--- config.mk ---
export PLATFORM = sky130hd
export DESIGN_NAME = ksa_engine
export DESIGN_NICKNAME = d
export VERILOG_FILES = /design/src/rtl/ksa_engine.sv
export SDC_FILE = /design/constraint.sdc
export NUM_CORES = 1
export LEC_CHECK = 0
export ABC_AREA = 1
export ABC_CLOCK_PERIOD_IN_PS = 5700
export BUFFER_PORTS_ARGS = -buffer_cell sky130_fd_sc_hd__buf_4
export CORE_MARGIN = 2
export CORE_UTILIZATION = 61
export CTS_CLUSTER_SIZE = 8
export DETAILED_ROUTE_END_ITERATION = 8
export PLACE_DENSITY = 0.95
export SLEW_MARGIN = 25
export SYNTH_ARGS = -nofsm -noshare
export SYNTH_HDL_FRONTEND = slang
export SYNTH_SLANG_ARGS = --single-unit
--- constraint.sdc ---
create_clock -name clk -period 5.7 [get_ports clk]
set_input_delay 0.57 -clock clk [delete_from_list [all_inputs] [get_ports clk]]
set_output_delay 0.57 -clock clk [all_outputs]
set_load 0.1 [all_outputs]
--- src/rtl/ksa_engine.sv ---
// ksa_engine: RC4-style key-scheduling engine driving an external single-port
// synchronous S memory. Runs an optional identity fill (S[i]=i) and then the
// key-scheduling permutation, with a rdy/en handshake and a one-cycle done pulse.
// Each index takes four cycles: RD_I presents i, CAP_I captures S[i] and
// presents j' combinationally, WR_I writes the word read from j' straight into
// S[i] (the sj capture happens there), and WR_J writes si into S[j].
module ksa_engine #(
  parameter int W        = 8,
  parameter int KEY_SYMS = 3
) (
  input  logic                  clk,
  input  logic                  rst_n,
  input  logic                  en,
  input  logic                  init_en,
  input  logic [W*KEY_SYMS-1:0] key,
  output logic                  rdy,
  output logic                  done,
  output logic [W-1:0]          addr,
  input  logic [W-1:0]          rddata,
  output logic [W-1:0]          wrdata,
  output logic                  wren
);

  localparam int KW = (KEY_SYMS > 1) ? $clog2(KEY_SYMS) : 1;
  localparam logic [W-1:0]  I_LAST = '1;
  localparam logic [KW-1:0] K_LAST = KW'(KEY_SYMS - 1);

  // CAP_J is part of the state vocabulary but its capture is folded into
  // WR_I so that every index costs exactly four cycles.
  typedef enum logic [2:0] {
    IDLE, FILL, RD_I, CAP_I, CAP_J, WR_I, WR_J
  } state_t;

  state_t                  state;
  logic [W-1:0]            i_reg;
  logic [W-1:0]            j_reg;
  logic [W-1:0]            si_reg;
  logic [KW-1:0]           kidx_reg;
  logic [W*KEY_SYMS-1:0]   key_reg;
  logic                    done_reg;

  logic [W-1:0]            key_sym [KEY_SYMS];
  logic [W-1:0]            j_next;

  // Split the latched key into symbols; symbol 0 is the most significant.
  generate
    for (genvar gi = 0; gi < KEY_SYMS; gi++) begin : g_key_sym
      assign key_sym[gi] = key_reg[W*(KEY_SYMS-gi)-1 -: W];
    end
  endgenerate

  // New j from the S[i] word arriving during CAP_I.
  assign j_next = j_reg + rddata + key_sym[kidx_reg];

  assign rdy  = (state == IDLE);
  assign done = done_reg;

  // Memory port decode; addr and wrdata default to zero whenever unused.
  always_comb begin
    addr   = '0;
    wrdata = '0;
    wren   = 1'b0;
    case (state)
      FILL: begin
        addr   = i_reg;
        wrdata = i_reg;
        wren   = 1'b1;
      end
      RD_I:  addr = i_reg;
      CAP_I: addr = j_next;
      WR_I: begin
        addr   = i_reg;
        wrdata = rddata;
        wren   = 1'b1;
      end
      WR_J: begin
        addr   = j_reg;
        wrdata = si_reg;
        wren   = 1'b1;
      end
      default: ;
    endcase
  end

  // Sequencer: fill, then read-i / read-j / write-i / write-j per index.
  always_ff @(posedge clk or negedge rst_n) begin
    if (!rst_n) begin
      state    <= IDLE;
      i_reg    <= '0;
      j_reg    <= '0;
      si_reg   <= '0;
      kidx_reg <= '0;
      key_reg  <= '0;
      done_reg <= 1'b0;
    end else begin
      done_reg <= 1'b0;
      case (state)
        IDLE: begin
          if (en) begin
            key_reg  <= key;
            i_reg    <= '0;
            j_reg    <= '0;
            kidx_reg <= '0;
            state    <= init_en ? FILL : RD_I;
          end
        end
        FILL: begin
          if (i_reg == I_LAST) begin
            i_reg <= '0;
            j_reg <= '0;
            state <= RD_I;
          end else begin
            i_reg <= i_reg + 1'b1;
          end
        end
        RD_I: state <= CAP_I;
        CAP_I: begin
          si_reg <= rddata;
          j_reg  <= j_next;
          state  <= WR_I;
        end
        WR_I: state <= WR_J;
        WR_J: begin
          if (i_reg == I_LAST) begin
            i_reg    <= '0;
            kidx_reg <= '0;
            done_reg <= 1'b1;
            state    <= IDLE;
          end else begin
            i_reg    <= i_reg + 1'b1;
            kidx_reg <= (kidx_reg == K_LAST) ? '0 : kidx_reg + 1'b1;
            state    <= RD_I;
          end
        end
        default: state <= IDLE;
      endcase
    end
  end

endmodule
Yosys cells after proc, flatten, opt, wreduce, memory -nomap -nowiden
Cells that the tools add are included. W data, S select, Z words.

Add/subtract/negate cells: 4. $lt $le $gt $ge: 1. Equal/unequal tests: 9. Muxes and demuxes: 22. Bitwise operators: 1. Reduce and logical (&&, ||, !) cells: 12.

Operators by type and width (count): $pmux W8 S3 (3); $mux W8 (5); $pmux W3 S6 (1); $add A8 B8 Y8 (2); $bmux W8 S2 (1); $pmux W8 S2 (1); $mux W2 (5); $add A8 B1 Y8 const B (1); $eq A8 B8 Y1 const B (1); $reduce_and A2 Y1 (4); $eq A3 B2 Y1 const B (2); $eq A3 B3 Y1 const B (2); $mux W3 (2); $reduce_or A3 Y1 (2); $ne A2 B2 Y1 const B (2); $pmux W2 S2 (1); $reduce_bool A2 Y1 (2); $eq A3 B1 Y1 const B (1); $ge A3 B3 Y1 const B (1); $logic_not A3 Y1 (1); $mux W1 (3); $not A2 Y3 (1); $reduce_and A3 Y1 (1); $reduce_bool A3 Y1 (1); 3 further kinds (3).

Register bits after elaboration: 54. Output and inout bits: 19. Word-level logic and storage cells: 56.

Longest topological paths before layout
Word-level depth: 6. Gate-level depth with buffers: 15.

Least setup slack after synthesis
Ideal clock, no wire load.

Kind: register -> output. Start point: register kidx_reg[0]. End point: output port addr[2]. Arrival time: 2955 ps. Data required time: 5130 ps. Slack: 2175 ps. Cell stages (with the launch flop): 11. Path buffers: 0. Path through: dfrtp_1 inv_1 nor2_1 nand2_1 nand3_1 fa_1 ha_1 inv_1 fa_1 or2_2 nand2_1.

Cells in the longest elaborated chain, start to end: 6.

Ends and longest elaborated chain: from (decl) (line 38) `logic [KW-1:0] kidx_reg;`; from (signal assigned) (line 131) `kidx_reg <= (kidx_reg == K_LAST) ? '0 : kidx_reg + 1'b1;`; $not A2 Y3 (implied by the code) (line 53) `assign j_next = j_reg + rddata + key_sym[kidx_reg];`; $bmux W8 S2 (line 53); $mux W8 (implied by the code) (2 in series) (line 53); $add A8 B8 Y8 (line 53); $pmux W8 S3 (line 63) `case (state)`; to (decl) (line 18) `output logic [W-1:0] addr,`.

No other way between the ends. The select of a mux whose other input is x is not followed.

Final worst setup path
Start point: register kidx_reg[0]. End point: output port addr[6].

Same word-level chain as after synthesis.

==> run metrics <==
kind of critical path flip-flop to output pin; Buf/Inv on CP 2; initial antenna violation count 0; CP required 5.13 ns; commonest non-fill, non-tap cell in the layout nand2_1; Tmin final 3.90 ns; VDD IR max 0.000197 V; vias per cell 5.63; Max Clock Freq 256 MHz; CP Capture Type output pin; P per Cell Area 264 nW/um^2; Layout area overhead 17.3%; clock buffer count from CTS 5; die width 76.4 um; Hold Fails Final Rpt 0; ANT nets after route 0; largest net degree at the start of global routing 55; fillers 386; Finished Layout Cells 475; Worst Tran Pin Value 0.686 ns; Wirelength per Cell 15.5 um; # DRC 0; hold-fix buffers at CTS 0; Synth Register Bits 54; clk_lat worst skew 0.31 ns; Die ar. 5840 um^2; first-pass GRT wire length 12200 um; max FFs per register 24; crit-path most repeated cell nand2_1; Clock transition at path regs 0.10 ns; Ant. Diodes 0; WL met3 540 um; Root Driver clkbuf_8; asr flop ratio synth 1.00; commonest non-fill, non-tap cells in the layout 104 x nand2_1, 54 x dfrtp_1, 54 x buf_4, 37 x inv_1, 23 x nand3_1; met1 WL 3130 um; Post-Syn Area 3200 um^2; Synthesized Nets 400; ys flop type dfrtp_1; final worst-path cycle share 0.684; Placed Cells 467; path type of the worst min-delay path primary input to asynchronous set/reset pin; drt pass-1 iters 6; Post-CTS Setup Repair Bufs 0; fraction of layout cells with a size suffix above 1 0.249; Routed WL 7360 um; DRT iter0 DRCs 250; num ports 55; Mapped Cells 349; Max Fanout on Critical Path 8; sequential element share of the synthesized area 0.423; Setup WS post-layout 1.80 ns; CTS resizes 0; H-tree Lvls 2; GRT Total Usage 0.260; nets 455; Yosys warnings 0; Placement Rows 26; vias in the first global route 2590; pre-CTS setup slack 2.19 ns; Lkg Pwr 2.07 nW; critical path depth in cells 13; Die Y 76.4 um; Worst Path Arrival 3.33 ns; Final Wtd Congestion 0.875; crit path max-delay cell type fa_1; TritonCTS Sinks 54; status complete, no violations; worst-case reg-to-reg path depth 11; Max-cap violations 0; hpwl dp 5440 um; final setup fails 0; Initial Util 0.630; Post-Route Setup TNS 0 ns; RSZ-0062 raised after global routing false; fin. max-slew vios 0; CP Cell Sequence inv_1, nor2_1, nand2_1, nand3_1, fa_1, ha_1, a21o_1, nand2_1, nand3_1, nand2_1, nand3_1, nand2_1, buf_4; CP peak stage delay 0.46 ns; syn avg cell area 9.16 um^2; family with the most delay on the worst path simple AND/OR/NAND/NOR gates; input/output buffers 54; Overflow after GRT 0; EDFF count, synth 0; buffer levels on the longest clock path 2; Power, Total 0.990 mW; Slew HR 0.543; unique cell type count in the Yosys netlist 38; top routing layer used met4; Via Count 2672; TritonCTS clock tree yes; Worst Skew 0.00851 ns; startpoint types flip-flop; Core Region 5070 um^2; Met2 Wirelength 3560 um
metal layers:
layer | vias up | GRT usage
li1 | 1266 | -
met1 | 1263 | 0.347
met2 | 125 | 0.440
met3 | 18 | 0.0569
met4 | 0 | 0.0582
met5 | - | 0
cell usage after synthesis, types with 2 or more instances:
cell type	instances	area, um^2
nand2_1	104	390
dfrtp_1	54	1350
inv_1	37	139
nand3_1	23	115
mux2_4	17	255
nor2_1	14	52.6
o21ai_0	14	70.1
a22oi_1	8	60.1
fa_1	8	160
ha_1	7	87.6
mux2_2	7	78.8
o221ai_1	7	61.3
a21oi_1	5	25.0
o22ai_1	5	31.3
buf_6	3	33.8
nand2_2	3	18.8
nor2_2	3	18.8
nor3_1	3	15.0
xor2_1	3	26.3
nand3b_1	2	15.0
nand4_1	2	12.5
o21ai_1	2	10.0
or2_2	2	12.5
xnor2_1	2	17.5
kinds of logic (layout without fill, tap and decap cells):
logic type               after synthesis  after routing  synth area share
XOR/XNOR                               5              5            0.0137
adder cells (fa/ha/maj)               15             15            0.0775
flip-flops                            54             54             0.423
AND/OR/NAND/NOR                      162            162             0.232
multiplexers                          24             24             0.105
buffers and inverters                 45            101            0.0622
AO/OA/AOI/OAI                         44             44            0.0873
final timing paths:
| check | start | end | slack [ns] |
|---|---|---|---|
| min reg2reg | si_reg[0]$_DFFE_PN0P_ | si_reg[0]$_DFFE_PN0P_ | 0.50 |
| min in group clk | key[9] | key_reg[9]$_DFFE_PN0P_ | 0.49 |
| max reg2reg | kidx_reg[0]$_DFFE_PN0P_ | j_reg[6]$_DFFE_PN0P_ | 2.90 |
| max in group asynchronous | rst_n | key_reg[7]$_DFFE_PN0P_ | 4.94 |
| max | kidx_reg[0]$_DFFE_PN0P_ | addr[6] | 1.80 |
| min | rst_n | done$_DFF_PN0_ | 0.28 |
power breakdown:
group | internal [mW] | switching [mW]
Combinational | 0.123 | 0.169
Clock | 0.123 | 0.125
Sequential | 0.415 | 0.0358
Total | 0.660 | 0.330
stage by stage:
step	instance area, um^2	hold slack [ns]	utilization
after CTS	3750	0.320	0.739
after global routing	3750	0.347	0.739
after floorplan	3200	0.274	-
after global placement	3640	0.466	0.717
after detailed placement	3640	0.479	0.717
final	3750	0.285	0.739
final cells by class:
| type | instances | area (um^2) | share of cell area |
|---|---|---|---|
| Sequential cell | 54 | 1350 | 0.360 |
| Tap cell | 70 | 87.6 | 0.0234 |
| Timing Repair Buffer | 54 | 405 | 0.108 |
| Inverter | 39 | 149 | 0.0397 |
| Multi-Input combinational cell | 250 | 1650 | 0.439 |
| Clock buffer | 8 | 110 | 0.0294 |
No activity file was read; power rests on OpenSTA's default activity.
